===== src/rtl/seq_mul_add.sv =====
// Iterative shift-add multiply-accumulate: result = quotient*divisor + remainder.
// Rebuilds a dividend from divider outputs; unsigned or two's-complement operands.
module seq_mul_add #(
   parameter int WIDTH = 32
) (
   input  logic                 clk,
   input  logic                 rst_n,
   input  logic                 in_valid,
   output logic                 in_ready,
   input  logic                 mode,
   input  logic [WIDTH-1:0]     quotient,
   input  logic [WIDTH-1:0]     divisor,
   input  logic [WIDTH-1:0]     remainder,
   output logic                 out_valid,
   input  logic                 out_ready,
   output logic [2*WIDTH-1:0]   result,
   output logic                 fits
);

   localparam int CW = (WIDTH > 1) ? $clog2(WIDTH) : 1;
   localparam logic [CW-1:0] LAST_BIT = CW'(WIDTH - 1);

   typedef enum logic [1:0] {
      S_IDLE,
      S_MUL,
      S_FIX,
      S_DONE
   } state_t;

   state_t               r_state;
   logic [WIDTH-1:0]     r_mcand;
   logic [WIDTH-1:0]     r_mplier;
   logic [WIDTH-1:0]     r_rem;
   logic [2*WIDTH-1:0]   r_acc;
   logic [CW-1:0]        r_cnt;
   logic                 r_mode;
   logic                 r_neg;
   logic                 r_out_valid;
   logic [2*WIDTH-1:0]   r_result;
   logic                 r_fits;

   logic                 w_q_neg;
   logic                 w_d_neg;
   logic [WIDTH-1:0]     w_q_mag;
   logic [WIDTH-1:0]     w_d_mag;
   logic [WIDTH:0]       w_sum;
   logic [2*WIDTH-1:0]   w_prod;
   logic [2*WIDTH-1:0]   w_rem_ext;
   logic [2*WIDTH-1:0]   w_res;
   logic                 w_fits;

   // Magnitudes are taken on the raw inputs so the multiply loop is always unsigned;
   // the most negative value maps to 2^(WIDTH-1), which still fits WIDTH unsigned bits.
   assign w_q_neg = mode & quotient[WIDTH-1];
   assign w_d_neg = mode & divisor[WIDTH-1];
   assign w_q_mag = w_q_neg ? (~quotient + 1'b1) : quotient;
   assign w_d_mag = w_d_neg ? (~divisor + 1'b1) : divisor;

   // One extra bit keeps the carry of the upper-half add before the right shift.
   assign w_sum = {1'b0, r_acc[2*WIDTH-1:WIDTH]} + (r_mplier[0] ? {1'b0, r_mcand} : '0);

   assign w_prod    = r_neg ? (~r_acc + 1'b1) : r_acc;
   assign w_rem_ext = {{WIDTH{r_mode & r_rem[WIDTH-1]}}, r_rem};
   assign w_res     = w_prod + w_rem_ext;
   assign w_fits    = r_mode ? ((&w_res[2*WIDTH-1:WIDTH-1]) | ~(|w_res[2*WIDTH-1:WIDTH-1]))
                             : ~(|w_res[2*WIDTH-1:WIDTH]);

   // NOTE: every register below is updated with <= so all next-state values are
   // computed from the same pre-edge snapshot, regardless of statement order.
   always_ff @(posedge clk or negedge rst_n) begin
      if (!rst_n) begin
         r_state     <= S_IDLE;
         r_mcand     <= '0;
         r_mplier    <= '0;
         r_rem       <= '0;
         r_acc       <= '0;
         r_cnt       <= '0;
         r_mode      <= 1'b0;
         r_neg       <= 1'b0;
         r_out_valid <= 1'b0;
         r_result    <= '0;
         r_fits      <= 1'b0;
      end else begin
         case (r_state)
            S_IDLE: begin
               if (in_valid) begin
                  r_mcand  <= w_q_mag;
                  r_mplier <= w_d_mag;
                  r_rem    <= remainder;
                  r_mode   <= mode;
                  r_neg    <= w_q_neg ^ w_d_neg;
                  r_acc    <= '0;
                  r_cnt    <= '0;
                  r_state  <= S_MUL;
               end
            end
            S_MUL: begin
               r_acc    <= {w_sum, r_acc[WIDTH-1:1]};
               r_mplier <= r_mplier >> 1;
               r_cnt    <= r_cnt + 1'b1;
               if (r_cnt == LAST_BIT) begin
                  r_state <= S_FIX;
               end
            end
            S_FIX: begin
               r_result <= w_res;
               r_fits   <= w_fits;
               r_state  <= S_DONE;
            end
            S_DONE: begin
               // out_valid is registered, so it is guaranteed a full cycle before
               // the consumer's out_ready can retire the result.
               if (r_out_valid && out_ready) begin
                  r_out_valid <= 1'b0;
                  r_state     <= S_IDLE;
               end else begin
                  r_out_valid <= 1'b1;
               end
            end
            default: r_state <= S_IDLE;
         endcase
      end
   end

   assign in_ready  = (r_state == S_IDLE);
   assign out_valid = r_out_valid;
   assign result    = r_result;
   assign fits      = r_fits;

endmodule


===== config.mk =====
export PLATFORM = sky130hd
export DESIGN_NAME = seq_mul_add
export DESIGN_NICKNAME = d
export VERILOG_FILES = /design/src/rtl/seq_mul_add.sv
export SDC_FILE = /design/constraint.sdc
export NUM_CORES = 1
export LEC_CHECK = 0
export BUFFER_PORTS_ARGS = -buffer_cell sky130_fd_sc_hd__buf_2
export CAP_MARGIN = 10
export CORE_UTILIZATION = 61
export CTS_CLUSTER_DIAMETER = 150
export DETAILED_ROUTE_END_ITERATION = 16
export PLACE_DENSITY_LB_ADDON = 0.08
export SETUP_SLACK_MARGIN = 0.5
export SYNTH_ARGS = -nofsm -noshare
export SYNTH_HDL_FRONTEND = slang
export SYNTH_SLANG_ARGS = --single-unit

===== constraint.sdc =====
create_clock -name clk -period 7.9 [get_ports clk]
set_clock_uncertainty 0.2 [all_clocks]
set_input_delay 0.79 -clock clk [delete_from_list [all_inputs] [get_ports clk]]
set_output_delay 0.79 -clock clk [all_outputs]
set_load 0.05 [all_outputs]

# --- Word level (Yosys, flattened, before mapping) ---
# Index checks and enable logic that the tools add are counted.
totals:
  regBits: 235
  in_bits: 101
  output_inout_bits: 67
  elab_cells: 59
classes:
  n_addsub: 6
  n_eq_ne: 7
  n_mux: 16
  bitwise: 10
  n_reduce_logical: 9
ops:
  columns: ["operator", "count"]
  rows:
  - ["two-way mux 32 bit", 4]
  - ["two-way mux 64 bit", 2]
  - ["case mux 64 bit (2 select lines)", 1]
  - ["adder 32 x 1 -> 32 bit (second input constant)", 2]
  - ["adder 64 x 1 -> 64 bit (second input constant)", 1]
  - ["adder 64 bit", 1]
  - ["inverter 32 bit", 2]
  - ["inverter 64 bit", 1]
  - ["case mux 32 bit (2 select lines)", 1]
  - ["adder 32 x 32 -> 33 bit", 1]
  - ["AND reduction 33 bit", 1]
  - ["OR reduction 33 bit", 1]
  - ["OR reduction 32 bit", 1]
  - ["case mux 5 bit (2 select lines)", 1]
  - ["case mux 2 bit (4 select lines)", 1]
  - ["two-way mux 2 bit", 3]
  - ["inequality test 2 bit (second input constant)", 3]
  - ["adder 5 x 1 -> 5 bit (second input constant)", 1]
  - ["== test 5 bit (second input constant)", 1]
  - ["two-way mux 5 bit", 1]
  - ["== test 2 bit (second input constant)", 2]
  - ["AND reduction 2 bit", 2]
  - ["AND 1 bit", 3]
  - ["AND reduction 3 bit", 1]
  - ["8 further kinds", 10]

# --- Longest topological paths before layout ---
depth:
  word_depth: 8
  ltp_mapped: 24
  depth_no_buf: 24

# --- Least setup slack after synthesis ---
# No wires, ideal clock.
synth_timing:
  path_type: "register to register"
  start: "register r_acc[11]"
  end: "register r_fits (netlist: fits)"
  setup_ns: 0.069
  arrival_time_ns: 6.142
  required_time_ns: 7.631
  slack_ns: 1.489
  path_stages_with_launch: 21
  n_path_buf: 1
  period_less_slack_ns: 6.411
  path_cell_list: "dfrtp_1 -> or4_4 -> or4_4 -> or4_4 -> or3_4 -> or4_4 -> or2_4 -> o41ai_1 -> xnor2_1 -> ha_1 -> clkbuf_1 -> a21o_1 -> a21o_1 -> a21oi_1 -> nor3b_1 -> o211ai_1 -> a31oi_1 -> xnor2_1 -> or4bb_1 -> or4_1 -> nand3_1"
synth_via:
  elab_chain_len: 8
  word_cells_on_any_way: 11
  classes_between: "add/sub (2); mux (2); bitwise (4); reduce/logical (3)"
synth_rtl:
  columns: ["item", "line_no", "rtl"]
  rows:
  - ["start, declared", "34", "logic [2*WIDTH-1:0] r_acc;"]
  - ["start signal, assigned", "98", "r_acc <= {w_sum, r_acc[WIDTH-1:1]};"]
  - ["inverter 64 bit", "62", "assign w_prod = r_neg ? (~r_acc + 1'b1) : r_acc;"]
  - ["adder 64 x 1 -> 64 bit", "62", null]
  - ["two-way mux 64 bit *", "62", null]
  - ["adder 64 bit *", "64", "assign w_res = w_prod + w_rem_ext;"]
  - ["OR reduction 33 bit", "65", "assign w_fits = r_mode ? ((&w_res[2*WIDTH-1:WIDTH-1]) | ~(|w_res[2*WIDTH-1:WIDTH-1]))"]
  - ["inverter 1 bit", "65", null]
  - ["bitwise OR 1 bit", "65", null]
  - ["two-way mux 1 bit *", "65", null]
  - ["end signal, assigned", "107", "r_fits <= w_fits;"]
  - ["end, declared", "40", "logic r_fits;"]
# Every way passes the cells marked *; elsewhere a longest branch is shown, timed or not.
# A chain may end at the register's enable or synchronous reset.

# --- Worst setup path after layout ---
layout_timing:
  start: "register r_acc[13]"
  end: "register r_fits (netlist: fits)"
# Same word-level chain as after synthesis.

==> flow_summary_export.csv <==
group,metric,value,unit
status,status,"completed",
sta,max_freq,143,MHz
sta,relSlewSlack,0.275,
power,power.ir.vdd_worst,0.204,mV
place,gp_weighted_congestion,0.968,
critical_path,worst-endpoint-required,8.17,ns
critical_path,r2r_start,"r_acc[13]",
clock_tree,root_buffer,"sky130_fd_sc_hd__clkbuf_16",
sta,min_period,6.99,ns
floorplan,ioPinCount,168,
min_path,hp-class,"in -> async",
logic_synthesis,synth_sequential_area_ratio,0.340,
layout,post-route-util,0.694,
global_routing,remaining_overflow_grt,0,
logic_synthesis,area_fraction_of_the_dominant_cell_type_after_synthesis,0.340,
logic_synthesis,ys_seq_elements,235,
logic_synthesis,cell_types_occupying_the_most_area_after_synthesis,"sky130_fd_sc_hd__dfrtp_1 34%, sky130_fd_sc_hd__ha_1 8.0%, sky130_fd_sc_hd__xnor2_1 6.7%",
critical_path,timing.critical_path.from_type,"flip-flop",
clock_tree,path_clk_slew,0.06,ns
sta,hold_viol,0,
logic_synthesis,synth-edff-count,0,
floorplan,initial_utilization,0.621,
layout,area_growth,11.8,%
power,pwr_density_cell,432,mW/mm^2
floorplan,dieWidth,170,um
layout,final_layout_size_suffix_gt1_frac,0.154,
sta,timing.final.max_slew_violations,0,
clock_tree,ctsHoldBuffers,0,
drt,route.vias.total,15200,
clock_tree,cts_setup_buffers,0,
power,p_leak,9.13,nW
place,hpwl,33400,um
logic_synthesis,syn_nets,2200,
layout,multiInputGateArea,0.0109,sq mm
logic_synthesis,yosysMostFrequentCell,"sky130_fd_sc_hd__dfrtp_1",
layout,nets,2314,
critical_path,timing.critical_path.from,"r_acc[13]",
critical_path,critical_path_buf_inv_count,0,
drt,detailedRoute.firstPassIterationCount,7,
logic_synthesis,synth_area_leader_cell,"sky130_fd_sc_hd__dfrtp_1",
clock_tree,number_of_buffers_inserted_during_clock_tree_synthesis,26,
logic_synthesis,synth-warning-count,0,
sta,finalWorstSetupSlack,0.909,ns
logic_synthesis,mappedNetlistArea,0.0173,sq mm
critical_path,critical_path_endpoint_category,"flip-flop",
drt,drcViolationCount,0,
critical_path,path_type_of_the_worst_setup_path,"reg -> reg",
logic_synthesis,synth_top_cells_by_count,"235 x sky130_fd_sc_hd__dfrtp_1, 216 x sky130_fd_sc_hd__nand2_1, 203 x sky130_fd_sc_hd__o21ai_0",
sta,tns,0,ns
floorplan,die_y,170,um
logic_synthesis,synth-main-ff-cell,"sky130_fd_sc_hd__dfrtp_1",
clock_tree,cts.path.max_buffers,3,
run,drv.max_cap_violation_count,0,
sta,final_min_period_over_clock_period,0.885,
drt,routed_wl,43700,um
critical_path,crit_family,"simple AND/OR/NAND/NOR gates",
clock_tree,clock_sink_count,235,
layout,filler_cell_count,2245,
logic_synthesis,synth_cell_types,68,
drt,drtAntennaViolNets,0,
logic_synthesis,syn-mean-instance-area,8.71,sq um
critical_path,timing.critical_path.slowest_stage_cell,"sky130_fd_sc_hd__or4_4",
floorplan,rows,61,
sta,rsz0062_at_grt,"false",
sta,worst_pin_slew,1.09,ns
layout,register_area,0.00588,sq mm
drt,routed_wire_length_per_instance,17.5,um
global_routing,grt_pass1_wl,70900,um
critical_path,cp_data_arrival_time,7.26,ns
global_routing,grt_antenna_before_repair,1,
place,dpl_worst_slack,0.871,ns
sta,setup_violations,0,
place,buffer_ports.inserted,167,
logic_synthesis,postSynthCellCount,1987,
global_routing,first_global_vias,14100,
clock_tree,cts_max_level,1,
global_routing,grt_max_degree,101,
floorplan,coreArea,0.0279,sq mm
drt,viasPerCell,6.08,
drt,first_iter_violations,1070,
logic_synthesis,share_of_async_settable_or_async_resettable_flops_after_synthesis,1.00,
global_routing,grt_use_total,0.302,
clock_tree,insertion_delay,0.56,ns
critical_path,worst-path-max-fanout,7,
clock_tree,tritoncts,"yes",
floorplan,floorplan.die_area,0.0290,sq mm
critical_path,timing.critical_path.mode_cell,"sky130_fd_sc_hd__or4_4",
critical_path,critical_path_s_largest_stage_delay,0.58,ns
critical_path,worstPathCellList,"or4_4, or4_4, or4_4, or3_4, or4_4, o31ai_1, xnor2_1, ha_1, nand2_1, o21ai_0, a221oi_1, and3b_1, a21oi_2, a211o_1, nand2b_1, a22oi_1, or4bb_1, or4_1, nand3_1",
## cells in the final DEF (no fill, tap or decap), types with 60 or more instances in the layout
cell type	instances
sky130_fd_sc_hd__buf_2	166
sky130_fd_sc_hd__ha_1	108
sky130_fd_sc_hd__nand2_1	215
sky130_fd_sc_hd__a21oi_1	165
sky130_fd_sc_hd__nor2_1	114
sky130_fd_sc_hd__o21ai_0	202
sky130_fd_sc_hd__xnor2_1	132
sky130_fd_sc_hd__a21o_1	60
sky130_fd_sc_hd__dfrtp_1	234
sky130_fd_sc_hd__mux2_2	78
sky130_fd_sc_hd__xor2_1	64
## registers in the layout, summed over array words and instances, names as in the netlist
name       cells
r_acc         64
result        64
r_mcand       32
r_mplier      32
r_rem         32
r_cnt          5
r_state        2
fits           1
out_valid      1
r_mode         1
r_neg          1
## cell families (layout without fill, tap and decap cells)
family | after synthesis | in the layout | share of synthesized area
mux | 82 | 82 | 0.0531
other cells | 0 | 1 | 0
compound gates | 619 | 619 | 0.223
simple gates | 610 | 610 | 0.174
flops | 235 | 235 | 0.340
fa+ha+maj | 112 | 112 | 0.0819
xor+xnor | 197 | 197 | 0.100
buf+inv | 132 | 266 | 0.0286
## metal layers
metal,share of wire,vias to the layer above,wire (um),track usage
met5,0,-,0,0
li1,-,7480,-,-
met1,0.49,7215,21400,0.451
met3,0.057,50,2480,0.0328
met2,0.44,460,19300,0.473
met4,0.014,0,607,0.0607
## power breakdown
group / internal, mW / switching [mW] / total [mW]
registers: 1.69 / 0.387 / 2.08
logic: 1.75 / 3.22 / 4.97
clock network: 0.809 / 0.504 / 1.31
total: 4.25 / 4.11 / 8.36
## final cells by class
| cell class | count | area share |
|---|---|---|
| Antenna cell | 1 | 0.000129 |
| Clock buffer | 40 | 0.0421 |
| Clock inverter | 8 | 0.00763 |
| Inverter | 42 | 0.00815 |
| Multi-Input combinational cell | 1620 | 0.566 |
| Sequential cell | 235 | 0.304 |
| Tap cell | 378 | 0.0245 |
| Timing Repair Buffer | 176 | 0.0472 |
## worst paths after layout
kind	slack (ns)	endpoint	depth (start not counted)
setup / recovery	0.91	fits	19
hold / removal	0.02	r_rem[10]	1
setup reg to reg	0.91	fits	19
hold reg to reg	0.27	r_mcand[23]	2
max in group asynchronous	6.01	r_mcand[31]	2
min in group clk	0.25	r_rem[11]	2
## repair_timing
action                                  in CTS  in global routing
endpoints found under the hold margin        0                  0
endpoints found under the setup margin       0                  1
gates resized for setup                      0                  1
## per-stage QoR
step                hold slack (ns)  cells  area, sq um  power, mW
finish                       0.0164   2500        19300       8.36
global route                 0.0740   2499        19300       8.99
CTS                          0.0412   2499        19300       8.35
detailed placement            0.263   2451        18400       7.01
global placement              0.254   2451        18400       6.89
floorplan                     0.242   1987        17300       5.79
Power figures use the tool's default switching activity.
